===== config.mk =====
export PLATFORM = sky130hd
export DESIGN_NAME = pht_update_scheduler
export DESIGN_NICKNAME = d
export VERILOG_FILES = /design/src/rtl/pht_update_scheduler.sv
export SDC_FILE = /design/constraint.sdc
export NUM_CORES = 1
export LEC_CHECK = 0
export ABC_AREA = 1
export CORE_MARGIN = 2
export CORE_UTILIZATION = 41
export CTS_CLUSTER_DIAMETER = 30
export DETAILED_ROUTE_END_ITERATION = 8
export GPL_TIMING_DRIVEN = 0
export PLACE_DENSITY = 0.77
export SYNTH_ARGS = -nofsm -noshare
export SYNTH_HDL_FRONTEND = slang
export SYNTH_SLANG_ARGS = --single-unit

===== constraint.sdc =====
create_clock -name clk -period 2.45 [get_ports clk]
set_input_delay 0.3675 -clock clk [delete_from_list [all_inputs] [get_ports clk]]
set_output_delay 0.3675 -clock clk [all_outputs]
set_load 0.005 [all_outputs]

===== src/rtl/pht_update_scheduler.sv =====
// pht_update_scheduler
// Gshare index generation, speculative GHR with mispredict repair, and a
// small update queue that drains resolved-branch outcomes onto the single
// PHT write port. Writes that hit the row/column being read this cycle are
// deferred, but never for more than MAX_DEFER consecutive cycles.
// Optional feature macro: BP_PERF_CNT_EN adds saturating prediction and
// mispredict counters (perf_pred_cnt, perf_mispred_cnt).
module pht_update_scheduler #(
  parameter int ROW_IDX_WIDTH = 6,
  parameter int COL_IDX_WIDTH = 3,
  parameter int FIFO_DEPTH    = 4,
  parameter int MAX_DEFER     = 3
) (
  input  logic                     clk,
  input  logic                     rst,
  input  logic [31:0]              fetch_pc,
  input  logic                     fetch_valid,
  input  logic                     fetch_is_br,
  input  logic                     pht_br_taken,
  output logic [ROW_IDX_WIDTH-1:0] read_row_idx,
  output logic [COL_IDX_WIDTH-1:0] read_col_idx,
  output logic                     pred_taken,
  output logic [ROW_IDX_WIDTH-1:0] pred_ghr,
  input  logic                     res_valid,
  output logic                     res_ready,
  input  logic [31:0]              res_pc,
  input  logic [ROW_IDX_WIDTH-1:0] res_ghr,
  input  logic                     res_taken,
  input  logic                     res_mispredict,
  output logic                     load_pht,
  output logic                     br_en_out,
  output logic [ROW_IDX_WIDTH-1:0] write_row_idx,
  output logic [COL_IDX_WIDTH-1:0] write_col_idx
`ifdef BP_PERF_CNT_EN
  ,
  output logic [31:0]              perf_pred_cnt,
  output logic [31:0]              perf_mispred_cnt
`endif
);

  localparam int PTR_W   = (FIFO_DEPTH > 1) ? $clog2(FIFO_DEPTH) : 1;
  localparam int CNT_W   = PTR_W + 1;
  localparam int DEF_W   = (MAX_DEFER > 0) ? $clog2(MAX_DEFER + 1) : 1;
  localparam int ROW_LSB = 2 + COL_IDX_WIDTH;

  localparam logic [CNT_W-1:0] DEPTH_C     = CNT_W'(FIFO_DEPTH);
  localparam logic [DEF_W-1:0] MAX_DEFER_C = DEF_W'(MAX_DEFER);
  localparam logic [PTR_W-1:0] PTR_ONE_C   = PTR_W'(1);
  localparam logic [CNT_W-1:0] CNT_ONE_C   = CNT_W'(1);
  localparam logic [DEF_W-1:0] DEF_ONE_C   = DEF_W'(1);

  logic [ROW_IDX_WIDTH-1:0] ghr_spec_r;
  logic [ROW_IDX_WIDTH-1:0] row_mem_r   [FIFO_DEPTH];
  logic [COL_IDX_WIDTH-1:0] col_mem_r   [FIFO_DEPTH];
  logic                     taken_mem_r [FIFO_DEPTH];
  logic [PTR_W-1:0]         wr_ptr_r;
  logic [PTR_W-1:0]         rd_ptr_r;
  logic [CNT_W-1:0]         count_r;
  logic [DEF_W-1:0]         defer_cnt_r;

  logic                     empty_s;
  logic                     full_s;
  logic                     enq_s;
  logic                     pop_s;
  logic                     collide_s;
  logic [ROW_IDX_WIDTH-1:0] head_row_s;
  logic [COL_IDX_WIDTH-1:0] head_col_s;
  logic                     head_taken_s;
  logic [ROW_IDX_WIDTH-1:0] enq_row_s;
  logic [COL_IDX_WIDTH-1:0] enq_col_s;
  logic                     unused_s;

  // PC bits outside the gshare index window are intentionally ignored.
  assign unused_s = ^{fetch_pc[31:ROW_LSB+ROW_IDX_WIDTH], fetch_pc[1:0],
                      res_pc[31:ROW_LSB+ROW_IDX_WIDTH], res_pc[1:0]};

  // Gshare read/write index formation and the prediction handed to fetch.
  always_comb begin
    read_col_idx = fetch_pc[2 +: COL_IDX_WIDTH];
    read_row_idx = fetch_pc[ROW_LSB +: ROW_IDX_WIDTH] ^ ghr_spec_r;
    pred_taken   = fetch_is_br & pht_br_taken;
    pred_ghr     = ghr_spec_r;
    enq_col_s    = res_pc[2 +: COL_IDX_WIDTH];
    enq_row_s    = res_pc[ROW_LSB +: ROW_IDX_WIDTH] ^ res_ghr;
  end

  // Queue status, head decode and drain arbitration against the live lookup.
  always_comb begin
    empty_s   = (count_r == {CNT_W{1'b0}});
    full_s    = (count_r == DEPTH_C);
    res_ready = !full_s && !rst;
    enq_s     = res_valid && res_ready;
    if (empty_s) begin
      head_row_s   = {ROW_IDX_WIDTH{1'b0}};
      head_col_s   = {COL_IDX_WIDTH{1'b0}};
      head_taken_s = 1'b0;
    end else begin
      head_row_s   = row_mem_r[rd_ptr_r];
      head_col_s   = col_mem_r[rd_ptr_r];
      head_taken_s = taken_mem_r[rd_ptr_r];
    end
    collide_s     = fetch_valid && fetch_is_br &&
                    ({head_row_s, head_col_s} == {read_row_idx, read_col_idx});
    load_pht      = !rst && !empty_s && (!collide_s || (defer_cnt_r == MAX_DEFER_C));
    pop_s         = load_pht;
    write_row_idx = head_row_s;
    write_col_idx = head_col_s;
    br_en_out     = head_taken_s;
  end

  // Speculative GHR: mispredict repair wins over the fetch-side shift.
  always_ff @(posedge clk) begin
    if (rst) begin
      ghr_spec_r <= {ROW_IDX_WIDTH{1'b0}};
    end else if (enq_s && res_mispredict) begin
      ghr_spec_r <= {res_ghr[ROW_IDX_WIDTH-2:0], res_taken};
    end else if (fetch_valid && fetch_is_br) begin
      ghr_spec_r <= {ghr_spec_r[ROW_IDX_WIDTH-2:0], pred_taken};
    end else begin
      ghr_spec_r <= ghr_spec_r;
    end
  end

  // Circular update queue; reset discards every pending update.
  always_ff @(posedge clk) begin
    if (rst) begin
      wr_ptr_r <= {PTR_W{1'b0}};
      rd_ptr_r <= {PTR_W{1'b0}};
      count_r  <= {CNT_W{1'b0}};
      for (int i = 0; i < FIFO_DEPTH; i++) begin
        row_mem_r[i]   <= {ROW_IDX_WIDTH{1'b0}};
        col_mem_r[i]   <= {COL_IDX_WIDTH{1'b0}};
        taken_mem_r[i] <= 1'b0;
      end
    end else begin
      if (enq_s) begin
        row_mem_r[wr_ptr_r]   <= enq_row_s;
        col_mem_r[wr_ptr_r]   <= enq_col_s;
        taken_mem_r[wr_ptr_r] <= res_taken;
        wr_ptr_r              <= wr_ptr_r + PTR_ONE_C;
      end
      if (pop_s) begin
        rd_ptr_r <= rd_ptr_r + PTR_ONE_C;
      end
      case ({enq_s, pop_s})
        2'b10:   count_r <= count_r + CNT_ONE_C;
        2'b01:   count_r <= count_r - CNT_ONE_C;
        default: count_r <= count_r;
      endcase
    end
  end

  // Consecutive-deferral counter; reaching MAX_DEFER forces the next write.
  always_ff @(posedge clk) begin
    if (rst) begin
      defer_cnt_r <= {DEF_W{1'b0}};
    end else if (pop_s || empty_s) begin
      defer_cnt_r <= {DEF_W{1'b0}};
    end else if (collide_s) begin
      defer_cnt_r <= defer_cnt_r + DEF_ONE_C;
    end else begin
      defer_cnt_r <= defer_cnt_r;
    end
  end

`ifdef BP_PERF_CNT_EN
  // Saturating counts of predicted branches and accepted mispredicts.
  always_ff @(posedge clk) begin
    if (rst) begin
      perf_pred_cnt    <= 32'd0;
      perf_mispred_cnt <= 32'd0;
    end else begin
      if (fetch_valid && fetch_is_br && (perf_pred_cnt != 32'hFFFF_FFFF)) begin
        perf_pred_cnt <= perf_pred_cnt + 32'd1;
      end
      if (enq_s && res_mispredict && (perf_mispred_cnt != 32'hFFFF_FFFF)) begin
        perf_mispred_cnt <= perf_mispred_cnt + 32'd1;
      end
    end
  end
`endif

endmodule


==> PnR_summary.wiki, run 1 <==
{| class="wikitable"
! Metric !! Value
|-
| Outcome || finished, violations left
|-
| Violations in the final reports || negative setup slack
|-
| Portion of the post-synthesis area used by sequential elements || 52.16%
|-
| Combinational family with the most area after synthesis || simple AND/OR/NAND/NOR gates
|-
| Total of warnings raised by yosys || 0
|-
| Buffers from clock root to sink, at most || 2
|-
| CTS sink count || 57
|-
| Met2 layer wire length in the routed design || 3912 µm
|-
| Final Wtd Congestion || 0.8087
|-
| Clock buffers created by TritonCTS || 9
|-
| Pin count of the biggest net entering global routing || 11
|-
| Total inserted antenna cells || 0
|-
| Tightest slew margin relative to the limit || 32.63%
|-
| DR vias/cell || 4.878
|-
| Library cell contributing the largest single delay on the critical path || dfxtp_4
|-
| Number of optimization iterations in the first detailed-route pass || 5
|-
| Cell with the most instances after synthesis || nand2_1
|-
| Top routing layer in use || met4
|-
| Share of the synthesized netlist area taken by xor and xnor gates || 3.556%
|-
| Period utilisation layout || 103.7%
|-
| Total detailed-routing wirelength || 7836 µm
|-
| Critical Path AT || 2170 ps
|-
| Ranking of synthesized cells by area || edfxtp_1 (41%), nand2_1 (12%), dfxtp_1 (12%)
|-
| Cell area after synthesis || 0.002955 mm²
|-
| Total power per unit cell area || 878.9 mW/mm²
|-
| Number of max-cap violations || 0
|-
| Total power consumption of the routed design || 3623 µW
|-
| Worst vdd rail ir drop || 0.7447 mV
|-
| Clock-pin transition on the worst setup and hold timing paths || 60 ps
|-
| Fraction of registers with async set or reset after synthesis || 0%
|-
| Die width || 88.90 µm
|-
| Number of standard cells after synthesis || 369
|-
| Setup repair after global routing missed its margin || yes
|-
| Most frequent cells after synthesis || nand2_1 (98), nor2_1 (62), inv_1 (54), edfxtp_1 (40), nand3_1 (23)
|-
| Number of global-route vias before repair || 2536
|-
| Clock insertion delay at the later pin of the skew report || 350 ps
|-
| Synth Area per Inst || 8.009 µm²
|-
| Kind of end point of the critical path || output port
|-
| Number of placement rows || 30
|-
| CTS H-Tree Depth || 3
|-
| Start-to-end type of the worst setup path || flop to output port
|-
| CTS tree || done
|-
| Clock root buffer || clkbuf_8
|-
| Routed met1 length || 3173 µm
|-
| Type of the most critical hold path || flop to flop
|-
| Kind of cell adding the most delay to the critical path || simple AND/OR/NAND/NOR gates
|-
| Share of post-route cells with drive strength above 1 || 17.58%
|-
| Vertical die dimension || 88.90 µm
|-
| Slew of the pin with the lowest slew margin || 1007 ps
|-
| Remaining global-route overflow || 0
|-
| Highest cell delay on the worst timing path || 390 ps
|-
| Worst setup skew after layout || 8.391 ps
|-
| Max Fclk || 393.5 MHz
|-
| Wire per inst || 14.22 µm
|-
| Final-layout fill cell count || 587
|-
| Top_reg_cell synth || edfxtp_1
|-
| Number of buffers and inverters on the critical path || 5
|-
| Number of flops mapped to enable cells by yosys || 40
|-
| Post-Synthesis Net Count || 450
|-
| Distinct cell type count of the synthesized netlist || 28
|-
| Count of state elements after synthesis || 57
|-
| Buffers added on ports || 58
|-
| Remaining antenna violation count after routing || 0
|-
| Cell type contributing the most total cell area after synthesis || edfxtp_1
|-
| Total core area || 0.006869 mm²
|-
| Final hold vios || 0
|-
| Global routing usage summed across all routing layers || 20.12%
|-
| Multi-input combinational cell area || 0.001226 mm²
|-
| Cells along the critical path || inv_4 -> buf_6 -> nand2_2 -> nand3_1 -> nand2_2 -> nand2_2 -> nand2_1 -> nand2_1 -> nor2_1 -> nand2_1 -> nor2_4 -> a31oi_4 -> buf_4 -> buf_6 -> buf_4
|-
| Complex-gate fraction of the synthesized area || 5.927%
|-
| Top-area cell type share of the netlist area || 40.64%
|-
| First-iteration detailed-routing DRC count || 175
|-
| Area taken by flip-flops and latches || 0.001545 mm²
|-
| Count of final setup violators || 2
|-
| DRC viols || 0
|-
| Leakage power total || 0.001846 µW
|-
| Startpoint kind of the worst setup timing path || flop
|-
| CP Max Fanout || 5
|-
| Max-slew violations || 0
|-
| Global-route wire length before repair || 11500 µm
|-
| Amount of wire on met3 after detailed routing || 560 µm
|-
| Post-Place Setup Slack || -509.1 ps
|-
| Shortest period the worst path allows || 2541 ps
|-
| Required time reported for the critical path endpoint || 2080 ps
|-
| Area added between synthesis and finish || 39.46%
|-
| Routed vias || 2688
|-
| Num ports || 106
|-
| Setup slack after layout || -91.05 ps
|-
| Adder-Cell Fraction of Synth Area || 1.524%
|-
| Starting density of the core || 43.02%
|-
| Nets || 531
|-
| Hpwl dp || 5349 µm
|-
| Simple-gate share of the synthesized area || 26.21%
|-
| Post-Route Utilization || 60.00%
|-
| Mux share of post-synthesis cell area || 0%
|-
| Antenna violations before repair || 0
|-
| Total die area || 0.007903 mm²
|}
area by class of cell:
cell class	count	share of cell area, %
plain buffers	14	2.672
clock buffers	9	3.005
clock inverters	7	2.064
inverters	61	5.616
multi-input cells	237	29.75
flip-flops and latches	57	37.49
well taps	96	2.914
repair buffers	70	16.48
per-stage QoR:
step / hold WS [ps] / instances / TNS [ps] / area, µm²
floorplan: 398.4 / 369 / 0 / 2955
global placement: 408.5 / 523 / -1383 / 3656
detailed placement: 419.9 / 523 / -1703 / 3656
CTS: 418.2 / 546 / -6.892 / 4011
global route: 433.9 / 551 / -436.1 / 4121
finish: 425.0 / 551 / -147.5 / 4121
registers in the layout, indices dropped and copies added, names as in the netlist, named ones only:
name / cells
wr_ptr_r: 2
taken_mem_r: 4
count_r: 3
col_mem_r: 12
rd_ptr_r: 2
defer_cnt_r: 2
pred_ghr: 6
row_mem_r: 24
cell families (layout without fill, tap and decap cells):
| family | count (synthesis) | after routing |
|---|---|---|
| AO/OA/AOI/OAI | 32 | 32 |
| XOR/XNOR | 12 | 12 |
| adder cells (fa/ha/maj) | 3 | 3 |
| buffers and inverters | 75 | 161 |
| flip-flops | 57 | 57 |
| AND/OR/NAND/NOR | 190 | 190 |
cells in the final DEF (no fill, tap or decap), types with 2 or more instances in the layout:
cell	netlist	final
inv_1	54	53
clkinv_1	1	3
xnor2_1	8	8
o21ai_2	0	2
nand3_1	23	17
nand3b_1	2	2
inv_2	6	6
clkinv_2	0	2
bufinv_16	0	2
nand2_1	98	79
nand2_2	0	18
a21oi_1	9	8
buf_6	1	7
o21ai_0	9	5
buf_2	2	2
nand3_2	2	7
clkbuf_8	0	9
o21ai_1	4	6
xor2_1	4	4
a31oi_1	8	7
clkbuf_1	4	4
nor2_1	62	62
nor2_4	1	2
clkdlybuf4s50_1	0	56
dfxtp_1	17	16
buf_4	6	13
edfxtp_1	40	40
final timing paths:
| check | start | end | slack, ps | cells after the start |
|---|---|---|---|---|
| worst max-delay path | flop | load_pht | -90 | 15 |
| worst min-delay path | defer_cnt_r[0]$_SDFFE_PP0P_ | defer_cnt_r[0]$_SDFFE_PP0P_ | 420 | 1 |
| worst max register to register | flop | count_r[2]$_SDFFE_PP0P_ | -60 | 18 |
| worst min register to register | defer_cnt_r[0]$_SDFFE_PP0P_ | defer_cnt_r[0]$_SDFFE_PP0P_ | 420 | 1 |
where the power goes:
part | internal (µW) | switching [µW] | leakage (µW)
Combinational | 666 | 814 | 0.00119
Sequential | 1150 | 59.1 | 0.000552
Clock | 561 | 374 | 0.000104
per-layer routing:
layer | global-route usage, % | up-vias
met5 | 0 | -
met4 | 9.642 | 0
met3 | 5.263 | 17
met2 | 33.04 | 105
met1 | 24.73 | 1242
li1 | - | 1324
what timing repair did:
item,4_1_cts,5_1_grt
endpoints found under the setup margin,3,4
resized for setup,37,25
hold buffers,0,0
buffers inserted,6,4
pin swaps,16,9
cloned,1,1
Power figures use the tool's default switching activity.
==> run 2: changes to the inputs <==
- PLACE_DENSITY: 0.77 -> 0.87
==> run 2 against run 1 <==
- the flow still finishes with violations (negative setup slack)
- worst hold slack improved by 0.66 ps
- sequential power barely moved
- register-to-register slack got worse by 110 ps
- count of clock-buffer cells in the layout rose by 3
- maximum frequency fell by 2.8%
- sequential share of layout area rose by 0.61 points
- power fell by 3.3%
- clock skew fell by 1.1 ps
- core utilization fell by 0.97 points
- design area fell by 1.6%
- highest routed layer unchanged
==> PnR_summary.wiki, run 2 (synthesis results as in run 1) <==
{| class="wikitable"
! Metric !! Value
|-
| Final-layout fill cell count || 575 (-2.0%)
|-
| Worst setup skew after layout || 7.296 ps (-1.096 ps)
|-
| DRC viols || 0 (unchanged)
|-
| Remaining global-route overflow || 0 (unchanged)
|-
| CP Max Fanout || 5 (unchanged)
|-
| CTS H-Tree Depth || 3 (unchanged)
|-
| Highest cell delay on the worst timing path || 390 ps (about the same)
|-
| Required time reported for the critical path endpoint || 2680 ps (+600 ps)
|-
| Highest-count cells in the layout ignoring fill and taps || nand2_1 (72), nor2_1 (62), clkdlybuf4s50_1 (57)
|-
| Cells along the critical path || inv_4 -> buf_6 -> nand2_1 -> nand3_1 -> nand2_2 -> nand2_2 -> o21ai_1 -> inv_1 -> nand2_1 -> nor2_4 -> a31oi_4 -> ha_2 -> inv_4 -> fa_2 -> a21oi_2 -> o21ai_1 -> o21ai_1 -> a21oi_1
|-
| Clock insertion delay at the later pin of the skew report || 340 ps (about the same)
|-
| Buffers added on ports || 58 (unchanged)
|-
| Cell mode on critical path || o21ai_1
|-
| Met1 Usage GRT || 24.04% (-0.69 points)
|-
| CTS sink count || 57 (unchanged)
|-
| Total power per unit cell area || 864.2 mW/mm² (-1.7%)
|-
| Total core area || 0.006869 mm² (unchanged)
|-
| Outcome || finished, violations left
|-
| Combinational cell fraction of total power || 41.3% (+0.4 points)
|-
| Kind of cell adding the most delay to the critical path || compound AO/OA/AOI/OAI gates
|-
| Placed Area || 0.003656 mm² (unchanged)
|-
| Met3 GRT Util || 5.263% (unchanged)
|-
| Global routing usage summed across all routing layers || 20.85% (+0.73 points)
|-
| Number of optimization iterations in the first detailed-route pass || 5 (unchanged)
|-
| Leakage power total || 0.001780 µW (-3.6%)
|-
| Reg with most FFs || row_mem_r
|-
| Num ports || 106 (unchanged)
|-
| Cells after DPL || 523 (unchanged)
|-
| Start-to-end type of the worst setup path || flop to flop
|-
| Critical Path AT || 2840 ps (+670 ps)
|-
| Final hold vios || 0 (unchanged)
|-
| Max-slew violations || 0 (unchanged)
|-
| Period utilisation layout || 106.7% (+3.0 points)
|-
| Nets || 524 (-1.3%)
|-
| Number of max-cap violations || 0 (unchanged)
|-
| Remaining antenna violation count after routing || 0 (unchanged)
|-
| Count of final setup violators || 2 (unchanged)
|-
| Share of post-route cells with drive strength above 1 || 16.96% (-0.62 points)
|-
| Number of global-route vias before repair || 2697 (+6.3%)
|-
| Clock-pin transition on the worst setup and hold timing paths || 60 ps (about the same)
|-
| Vertical die dimension || 88.90 µm (unchanged)
|-
| Library cell contributing the largest single delay on the critical path || dfxtp_4
|-
| Violations in the final reports || negative setup slack
|-
| Starting density of the core || 43.02% (unchanged)
|-
| Net Sw Power || 1244 µW (-0.20%)
|-
| Area taken by flip-flops and latches || 0.001545 mm² (unchanged)
|-
| Total inserted antenna cells || 0 (unchanged)
|-
| DR vias/cell || 5.031 (+3.1%)
|-
| Final Wtd Congestion || 0.8667 (+7.2%)
|-
| Startpoint kind of the worst setup timing path || flop
|-
| Buffers from clock root to sink, at most || 2 (unchanged)
|-
| Slew of the pin with the lowest slew margin || 1100 ps (+93.37 ps)
|-
| Area added between synthesis and finish || 37.21%
|-
| Total negative setup slack || -167.0 ps (-19.57 ps)
|-
| Number of placement rows || 30 (unchanged)
|-
| Total detailed-routing wirelength || 7958 µm (+1.6%)
|-
| Shortest period the worst path allows || 2615 ps (+74.00 ps)
|-
| Worst vdd rail ir drop || 0.4108 mV (-45%)
|-
| Post-Layout Cell Count || 544 (-1.3%)
|-
| Pin count of the biggest net entering global routing || 11 (unchanged)
|-
| Flip-flop count of the largest register after layout || 24 (unchanged)
|-
| Setup repair after global routing missed its margin || yes
|-
| Summed area of non-filler cells in the final layout || 0.004055 mm² (-1.6%)
|-
| Post-Place Setup Slack || -558.0 ps (-48.93 ps)
|-
| First-iteration detailed-routing DRC count || 233 (+33%)
|-
| Die width || 88.90 µm (unchanged)
|-
| Kind of end point of the critical path || flop
|-
| Most common cell after layout, fill and taps aside || nand2_1
|-
| Clock root buffer || clkbuf_8
|-
| Clock power share || 24.3% (-1.5 points)
|-
| Antenna violations before repair || 0 (unchanged)
|-
| Internal power || 2260 µW (-4.9%)
|-
| Wire per inst || 14.63 µm (+2.9%)
|-
| Most crowded layer after global routing || met2
|-
| Tightest slew margin relative to the limit || 26.38% (-6.2 points)
|-
| CTS tree || done
|-
| Setup slack after layout || -165.0 ps (-74.00 ps)
|-
| Global-route wire length before repair || 11990 µm (+4.3%)
|-
| Max Fclk || 382.4 MHz (-2.8%)
|-
| Multi-input combinational cell area || 0.001235 mm² (+0.71%)
|-
| Type of the most critical hold path || flop to flop
|-
| Routed vias || 2737 (+1.8%)
|-
| Clock buffers created by TritonCTS || 9 (unchanged)
|-
| Total die area || 0.007903 mm² (unchanged)
|-
| Number of buffers and inverters on the critical path || 4 (-1)
|-
| Hpwl dp || 5572 µm (+4.2%)
|-
| Met2 Use GR || 33.31% (+0.27 points)
|-
| Sw Share || 35.50% (+1.1 points)
|-
| Flop pwr share || 34.4% (+1.1 points)
|}
run 2: changes by cell type in the layout (fill, tap and decap cells not counted), sizes merged:
| cell | before | now |
|---|---|---|
| clkinvlp | 1 | 0 |
| buf | 23 | 15 |
| dlymetal6s2s | 1 | 0 |
| dlygate4sd2 | 0 | 1 |
| bufinv | 2 | 1 |
| clkbuf | 13 | 16 |
| clkdlybuf4s50 | 56 | 57 |
| clkinv | 5 | 4 |
run 2: metal layers:
metal / vias to the layer above / share of wire (%)
li1: 1302 / -
met1: 1266 / 38
met2: 137 / 49
met3: 32 / 8.9
met4: 0 / 4.1
met5: - / 0
run 2: what timing repair did:
action | 4_1_cts | 5_1_grt
setup buffers | 1 | 3
gates resized for setup | 17 | 44
pin swaps | 3 | 11
endpoints found under the setup margin | 3 | 13
gates cloned | 0 | 1
hold buffers | 0 | 0
run 2: worst paths after layout:
kind                                             startpoint                           to  slack, ps  cells past startpoint
worst max-delay path                                   flop      count_r[2]$_SDFFE_PP0P_       -170                     18
worst min-delay path            defer_cnt_r[0]$_SDFFE_PP0P_  defer_cnt_r[0]$_SDFFE_PP0P_        430                      1
worst max register to register                         flop      count_r[2]$_SDFFE_PP0P_       -170                     18
worst min register to register  defer_cnt_r[0]$_SDFFE_PP0P_  defer_cnt_r[0]$_SDFFE_PP0P_        430                      1
run 2: area by class of cell:
cell class,instances,area share [%]
clock buffers,12,3.579
inverters,61,5.770
clock inverters,4,1.049
plain buffers,14,2.777
flip-flops and latches,57,38.11
repair buffers,63,15.30
well taps,96,2.962
multi-input cells,237,30.45
run 2: worst register-to-register path, delay by kind of cell, from the launching register on:
kind | cells | cell delay [ps]
fa+ha+maj | 2 | 590
buf+inv | 4 | 290
simple gates | 6 | 550
flops | 1 | 390
compound gates | 6 | 710
run 2: power by group through the flow:
stage,clock network [µW],registers [µW],logic (µW)
after CTS,858,1200,1250
after global placement,0,1210,1140
final,850,1210,1450
after detailed placement,0,1220,1180
after floorplan,0,1200,692
after global routing,894,1220,1580
run 2: metrics by stage:
| stage | util (%) | hold WS [ps] | power (µW) |
|---|---|---|---|
| after floorplan | - | 398.4 | 1894 |
| after global placement | 53.22 | 406.2 | 2346 |
| after detailed placement | 53.22 | 420.2 | 2394 |
| after CTS | 56.67 | 428.8 | 3304 |
| after global routing | 59.03 | 433.9 | 3688 |
| final | 59.03 | 425.7 | 3505 |
